[src/rtl/dds_mixer.sv]
// Down-converting complex mixer behind the dds oscillator: y = x * (cos - j*sin).
// Build macro DDS_MIXER_ROUND_EN selects round-half-up scaling; otherwise floor.
module dds_mixer #(
  parameter int pDAT_W = 16,
  parameter int pDDS_W = 14,
  parameter int pOUT_W = 16,
  parameter int pDLY   = 6
) (
  input  logic                     iclk,
  input  logic                     ireset,
  input  logic                     iclkena,
  input  logic                     ival,
  input  logic signed [pDAT_W-1:0] idat_re,
  input  logic signed [pDAT_W-1:0] idat_im,
  input  logic signed [pDDS_W-1:0] isin,
  input  logic signed [pDDS_W-1:0] icos,
  output logic                     odds_clkena,
  input  logic                     iclr_sat,
  output logic                     oval,
  output logic signed [pOUT_W-1:0] odat_re,
  output logic signed [pOUT_W-1:0] odat_im,
  output logic                     osat
);

  localparam int CNT_W = $clog2(pDLY + 1);
  localparam int PW    = pDAT_W + pDDS_W;
  localparam int SW    = PW + 1;
  localparam int RW    = SW + 1;
  localparam int SH    = pDDS_W - 1;
  localparam int QW    = RW - SH;
  localparam logic signed [QW-1:0] OMAX = QW'((2 ** (pOUT_W - 1)) - 1);
  localparam logic signed [QW-1:0] OMIN = QW'(-(2 ** (pOUT_W - 1)));
`ifdef DDS_MIXER_ROUND_EN
  localparam logic signed [RW-1:0] RND = RW'(1) << (SH - 1);
`endif

  // ival is valid-only (no ready): a sample is taken in every cycle with
  // iclkena & ival, and the oscillator is stepped in exactly those cycles.
  logic accept, pop;
  logic [CNT_W-1:0] fill_cnt;
  logic signed [pDAT_W-1:0] dl_re [pDLY];
  logic signed [pDAT_W-1:0] dl_im [pDLY];

  assign accept      = iclkena & ival;
  assign odds_clkena = accept;
  assign pop         = accept && (fill_cnt == CNT_W'(pDLY));

  always_ff @(posedge iclk or negedge ireset) begin
    if (!ireset) begin
      fill_cnt <= '0;
      for (int i = 0; i < pDLY; i++) begin
        dl_re[i] <= '0;
        dl_im[i] <= '0;
      end
    end else if (accept) begin
      dl_re[0] <= idat_re;
      dl_im[0] <= idat_im;
      for (int i = 1; i < pDLY; i++) begin
        dl_re[i] <= dl_re[i-1];
        dl_im[i] <= dl_im[i-1];
      end
      if (fill_cnt != CNT_W'(pDLY)) fill_cnt <= fill_cnt + 1'b1;
    end
  end

  // Tail of the delay line meets the oscillator output of the current accept.
  logic s1_val, s2_val;
  logic signed [PW-1:0] p_rc, p_is, p_ic, p_rs;
  logic signed [SW-1:0] s2_re, s2_im;

  always_ff @(posedge iclk or negedge ireset) begin
    if (!ireset) begin
      s1_val <= 1'b0;
      s2_val <= 1'b0;
      p_rc   <= '0;
      p_is   <= '0;
      p_ic   <= '0;
      p_rs   <= '0;
      s2_re  <= '0;
      s2_im  <= '0;
    end else if (iclkena) begin
      s1_val <= pop;
      s2_val <= s1_val;
      if (pop) begin
        p_rc <= PW'(dl_re[pDLY-1]) * PW'(icos);
        p_is <= PW'(dl_im[pDLY-1]) * PW'(isin);
        p_ic <= PW'(dl_im[pDLY-1]) * PW'(icos);
        p_rs <= PW'(dl_re[pDLY-1]) * PW'(isin);
      end
      if (s1_val) begin
        s2_re <= SW'(p_rc) + SW'(p_is);
        s2_im <= SW'(p_ic) - SW'(p_rs);
      end
    end
  end

  // Returns {clipped, value}: scale by 2^-(pDDS_W-1), then clamp to pOUT_W.
  function automatic logic [pOUT_W:0] scale_sat(input logic signed [SW-1:0] v);
    logic signed [RW-1:0] r;
    logic signed [QW-1:0] q;
    logic [pOUT_W:0] res;
    r = RW'(v);
`ifdef DDS_MIXER_ROUND_EN
    r = r + RND;
`endif
    q = QW'(r >>> SH);
    res = {1'b0, q[pOUT_W-1:0]};
    if (q > OMAX) res = {1'b1, OMAX[pOUT_W-1:0]};
    else if (q < OMIN) res = {1'b1, OMIN[pOUT_W-1:0]};
    return res;
  endfunction

  logic [pOUT_W:0] res_re, res_im;
  assign res_re = scale_sat(s2_re);
  assign res_im = scale_sat(s2_im);

  always_ff @(posedge iclk or negedge ireset) begin
    if (!ireset) begin
      oval    <= 1'b0;
      odat_re <= '0;
      odat_im <= '0;
      osat    <= 1'b0;
    end else begin
      oval <= iclkena & s2_val;
      if (iclkena) begin
        if (s2_val) begin
          odat_re <= res_re[pOUT_W-1:0];
          odat_im <= res_im[pOUT_W-1:0];
        end
        // A clip in the same cycle as a clear request keeps the flag set.
        if (s2_val && (res_re[pOUT_W] || res_im[pOUT_W])) osat <= 1'b1;
        else if (iclr_sat) osat <= 1'b0;
      end
    end
  end

endmodule

[config.mk]
export PLATFORM = sky130hd
export DESIGN_NAME = dds_mixer
export DESIGN_NICKNAME = d
export VERILOG_FILES = /design/src/rtl/dds_mixer.sv
export SDC_FILE = /design/constraint.sdc
export NUM_CORES = 2
export LEC_CHECK = 0
export ABC_AREA = 0
export BUFFER_PORTS_ARGS = -buffer_cell sky130_fd_sc_hd__buf_2
export CORE_UTILIZATION = 53
export DETAILED_ROUTE_END_ITERATION = 8
export PLACE_DENSITY_LB_ADDON = 0.25
export RECOVER_POWER = 25
export SETUP_SLACK_MARGIN = 0.02
export SYNTH_ARGS = -nofsm -noshare
export SYNTH_HDL_FRONTEND = slang
export SYNTH_SLANG_ARGS = --single-unit
[constraint.sdc]
create_clock -name iclk -period 12 [get_ports iclk]
set_clock_uncertainty 0.15 [all_clocks]
set_input_delay 3.6 -clock iclk [delete_from_list [all_inputs] [get_ports iclk]]
set_output_delay 3.6 -clock iclk [all_outputs]
set_load 0.01 [all_outputs]
# After elaboration in Yosys (flattened, before gate mapping)
# Index checks and enable logic that the tools add are counted.
[totals] ff_bits=413 input_bits=65 output_inout_bits=35 elab_cells=55
[op_classes] n_addsub=3 mul=4 magnitude_cmp=4 n_eq_ne=2 muxes=6 bitwise=2 n_reduce_logical=9
[ops] op="16-bit by 14-bit multiplier with 30-bit output" count=4
[ops] op="17-bit two-way mux" count=4
[ops] op="18-bit by 16-bit > comparator with 1-bit output (second input constant)" count=2
[ops] op="18-bit by 16-bit < comparator with 1-bit output (second input constant)" count=2
[ops] op="30-bit by 30-bit adder with 31-bit output" count=1
[ops] op="30-bit by 30-bit subtractor with 31-bit output" count=1
[ops] op="2-bit AND reduction" count=5
[ops] op="3-bit by 1-bit adder with 3-bit output (second input constant)" count=1
[ops] op="3-bit == test (second input constant)" count=1
[ops] op="3-bit != test (second input constant)" count=1
[ops] op="1-bit AND" count=2
[ops] op="1-bit logical AND" count=2
[ops] op="1-bit two-way mux" count=2
[ops] op="2-bit nonzero test" count=1
[ops] op="1-bit logical OR" count=1

# Depth between registers and ports, before layout
[logic_depth] ltp_word=7 ltp_mapped=25 depth_no_buf=24

# Least setup slack after synthesis
# No wires, ideal clock.
[synth_path] kind="input to register" start="input port isin[2]" end="register p_is[29]" setup_time_ns=0.129 arrival_time_ns=9.582 required_time_ns=11.721 setup_slack_ns=2.139 cell_stages=22 path_buffers=1 cell_sequence="clkbuf_1 > nand2_1 > fa_1 > fa_1 > inv_1 > fa_1 > fa_1 > fa_1 > inv_1 > fa_1 > inv_1 > ha_1 > a21o_1 > a21o_1 > a21o_1 > or3_1 > o31ai_2 > a21oi_2 > or4_1 > a31oi_1 > xnor2_1 > o21ai_1"
[synth_between] elab_chain_cells=1
[synth_rtl] item="start: declaration" line="15" source="input logic signed [pDDS_W-1:0] isin,"
[synth_rtl] item="16-bit by 14-bit multiplier with 30-bit output" line="86" source="p_is <= PW'(dl_im[pDLY-1]) * PW'(isin);"
[synth_rtl] item="end signal: assignment" line="86"
[synth_rtl] item="end: declaration" line="68" source="logic signed [PW-1:0] p_rc, p_is, p_ic, p_rs;"
# Every way passes these cells.
# A chain may end at the register's enable or synchronous reset.

# Worst setup path after layout
[layout_path] start="input port isin[13]" end="register p_is[29]"
# Same word-level chain as after synthesis.

==> results_dict.tcl <==
set metrics [dict create \
    fmax_mhz 100 \
    core_um2 93600 \
    fp.dieH_um 310 \
    worstSkewPairLatency_ns 0.62 \
    critPathLaunchType "input port" \
    endpoint_kind "flop" \
    drt_iter0_markers 2387 \
    place.gp.congestion 0.916 \
    cts.path.max_buffers 3 \
    path_max_fanout 14 \
    drive_above_1_share_pct 4.48 \
    avgViaCountPerCell 5.26 \
    fin_crit_sh_pct 83.2 \
    antenna_found_initial 4 \
    violations "capacitance limit, slew limit" \
    synth-xor-area-share_pct 2.75 \
    slew_headroom_pct -185 \
    ys_async_sr_fraction_pct 100 \
    clkTransAtPathRegs_ns 0.06 \
    synth-edff-count 0 \
    track_usage_pct 26.1 \
    ys_warn_count 0 \
    synth_fa_ha_area_share_pct 43.4 \
    hold_viol 0 \
    dr.pass1.iters 7 \
    rows 112 \
    vias 36000 \
    crit_type "input port to flop" \
    initial_core_util_pct 53.7 \
    synth_compound_area_share_pct 6.43 \
    cts-hold-fix-buffers 0 \
    grt_max_degree 192 \
    yosysUniqueCellTypes 71 \
    cts_tree "built" \
    fin_util_pct 56.8 \
    syn_area_um2 50300 \
    ys_ff_latch 387 \
    setup_violations 0 \
    die_area_um2 96100 \
    layout_common_cells "1211 x nand2_1, 1040 x inv_1, 876 x fa_1" \
    tightest_slew_ns 4.27 \
    synth_ff_type "dfrtp_1" \
    grt_remaining_overflow 0 \
    grt_setup_unrepaired "false" \
    timing.hold.ws_ns 0.307 \
    fp.dieW_um 310 \
    fin_crit_ns 9.98 \
    ant_nets 0 \
    drc 0 \
    grt_pass1_vias 37300 \
    area_delta_synth_final_pct 5.73 \
    status "complete, but fails checks" \
    grt_pass1_wl_um 196000 \
    arrival_ns 10.30 \
    clockRootBuffer "clkbuf_16" \
    wire_per_inst_um 17.4 \
    synth-simple-area-share_pct 17.9 \
    required_ns 12.32 \
    cap_violations 4 \
    cts.sinks 387 \
    port_buffers 99 \
    fin_setup_tns_ns 0 \
    cts_buffers 45 \
    synth_top_family_by_area "adder cells" \
    place_hpwl_um 91300 \
    ys_seq_area_share_pct 19.3 \
    synth.avg_cell_area_um2 8.94 \
    drv_slew 264 \
    netlist_instances 5627 \
    postCtsResizedCells 0 \
    synth_fp_nets 6912 \
    finish.net_count 6833 \
    num_io_pins 100 \
    htreeDepth 2 \
    hold_path.class "flop to flop" \
    routed_wl_um 119000 \
    final_common_cell "nand2_1" \
    cts_setup_buffers 0 \
    synthMuxAreaShare_pct 0.445 \
]
worst paths after layout:
check                      cells after the start  slack, ns   endpoint      start
setup / recovery                              23       2.02   p_is[29]   isin[13]
hold / removal                                 2       0.31  dl_im[33]  dl_im[49]
setup reg to reg                              22       4.78   p_is[29]  dl_im[15]
hold reg to reg                                2       0.31  dl_im[33]  dl_im[49]
max in group asynchronous                      3       3.96   p_ic[29]     ireset
min in group asynchronous                      1       4.36   p_rc[29]     ireset
worst max-delay path, cell delays in order:
cell,delay (ns)
buf_2,0.26
clkinv_1,0.47
buf_4,0.39
nor2_1,0.15
fa_1,0.45
fa_1,0.46
fa_1,0.52
fa_1,0.44
fa_1,0.49
inv_1,0.06
fa_1,0.50
inv_1,0.04
ha_1,0.30
a21o_1,0.17
a21o_1,0.16
a21o_1,0.21
or3_1,0.33
o31ai_2,0.31
a21oi_2,0.13
or4_1,0.42
a31oi_1,0.21
xnor2_1,0.15
o21ai_1,0.07
per-stage QoR:
stage	worst slack, ns	instance area [um2]	std cells
5_1_grt	1.76	53200	6836
6_report	2.02	53200	6838
3_3_place_gp	1.58	51800	6755
4_1_cts	2.09	53200	6836
2_1_floorplan	2.14	50300	5627
3_5_place_dp	1.45	51800	6755
registers in the layout (all words and copies together), names as in the netlist:
signal	flops
s2_val	1
p_is	30
odat_im	16
p_rc	30
fill_cnt	3
dl_re	96
oval	1
osat	1
p_rs	30
odat_re	16
dl_im	96
p_ic	30
s2_im	18
s1_val	1
s2_re	18
routing by layer:
| layer | share of wire [%] | vias to the layer above | wire [um] | track usage, % |
|---|---|---|---|---|
| li1 | - | 16700 | - | - |
| met1 | 44 | 18100 | 52400 | 36.2 |
| met2 | 46 | 968 | 55200 | 42.2 |
| met3 | 6.4 | 200 | 7570 | 4.07 |
| met4 | 3.1 | 2 | 3670 | 7.90 |
| met5 | 0.011 | - | 13 | 0 |
logic make-up (layout without fill, tap and decap cells):
| logic type | Yosys count | count (layout) |
|---|---|---|
| and+or+nand+nor | 1991 | 1991 |
| buffers and inverters | 1319 | 1274 |
| adders and majority gates | 1220 | 1220 |
| AOI/OAI and AO/OA | 532 | 532 |
| DFF | 387 | 387 |
| xor gates and xnor gates | 158 | 158 |
| muxes | 20 | 20 |
| other | 0 | 2 |
area by class of cell:
class	count	area, um2
clock buffers	66	1270
fillers	8580	40400
repair buffers	151	885
well taps	1254	1570
flip-flops and latches	387	9680
diodes	2	5.00
clock inverters	15	173
inverters	1042	3910
multi-input cells	3921	35700
synth_stat cells (all sizes together), types with 3 or more instances:
| library cell | count | share of area, % |
|---|---|---|
| nand4 | 12 | 0.15 |
| and2 | 471 | 5.9 |
| o211ai | 4 | 0.060 |
| o21ai | 239 | 2.4 |
| o21a | 10 | 0.15 |
| a31oi | 13 | 0.17 |
| clkbuf | 274 | 2.0 |
| xor2 | 59 | 1.0 |
| buf | 3 | 0.022 |
| a22o | 4 | 0.070 |
| ha | 344 | 8.6 |
| nor3b | 3 | 0.045 |
| a211oi | 20 | 0.31 |
| o2111ai | 3 | 0.052 |
| a21oi | 102 | 1.0 |
| or3 | 6 | 0.075 |
| nand3 | 25 | 0.25 |
| a211o | 3 | 0.052 |
| o21bai | 19 | 0.28 |
| o31ai | 14 | 0.22 |
| nand2b | 33 | 0.41 |
| nand2 | 1211 | 9.0 |
| inv | 1041 | 7.8 |
| dfrtp | 387 | 19 |
| and3 | 15 | 0.19 |
| a31o | 3 | 0.052 |
| o22ai | 4 | 0.050 |
| a41oi | 3 | 0.067 |
| xnor2 | 99 | 1.7 |
| nor3 | 20 | 0.20 |
| nand3b | 5 | 0.075 |
| nor2b | 12 | 0.15 |
| mux2 | 19 | 0.43 |
| a21boi | 5 | 0.082 |
| a21o | 63 | 0.94 |
| nor2 | 165 | 1.2 |
| fa | 876 | 35 |
| or2 | 3 | 0.037 |
| a2111oi | 4 | 0.082 |
Power is not shown: default switching activity piles up to over one toggle a cycle in this logic, so the estimate is an artifact.
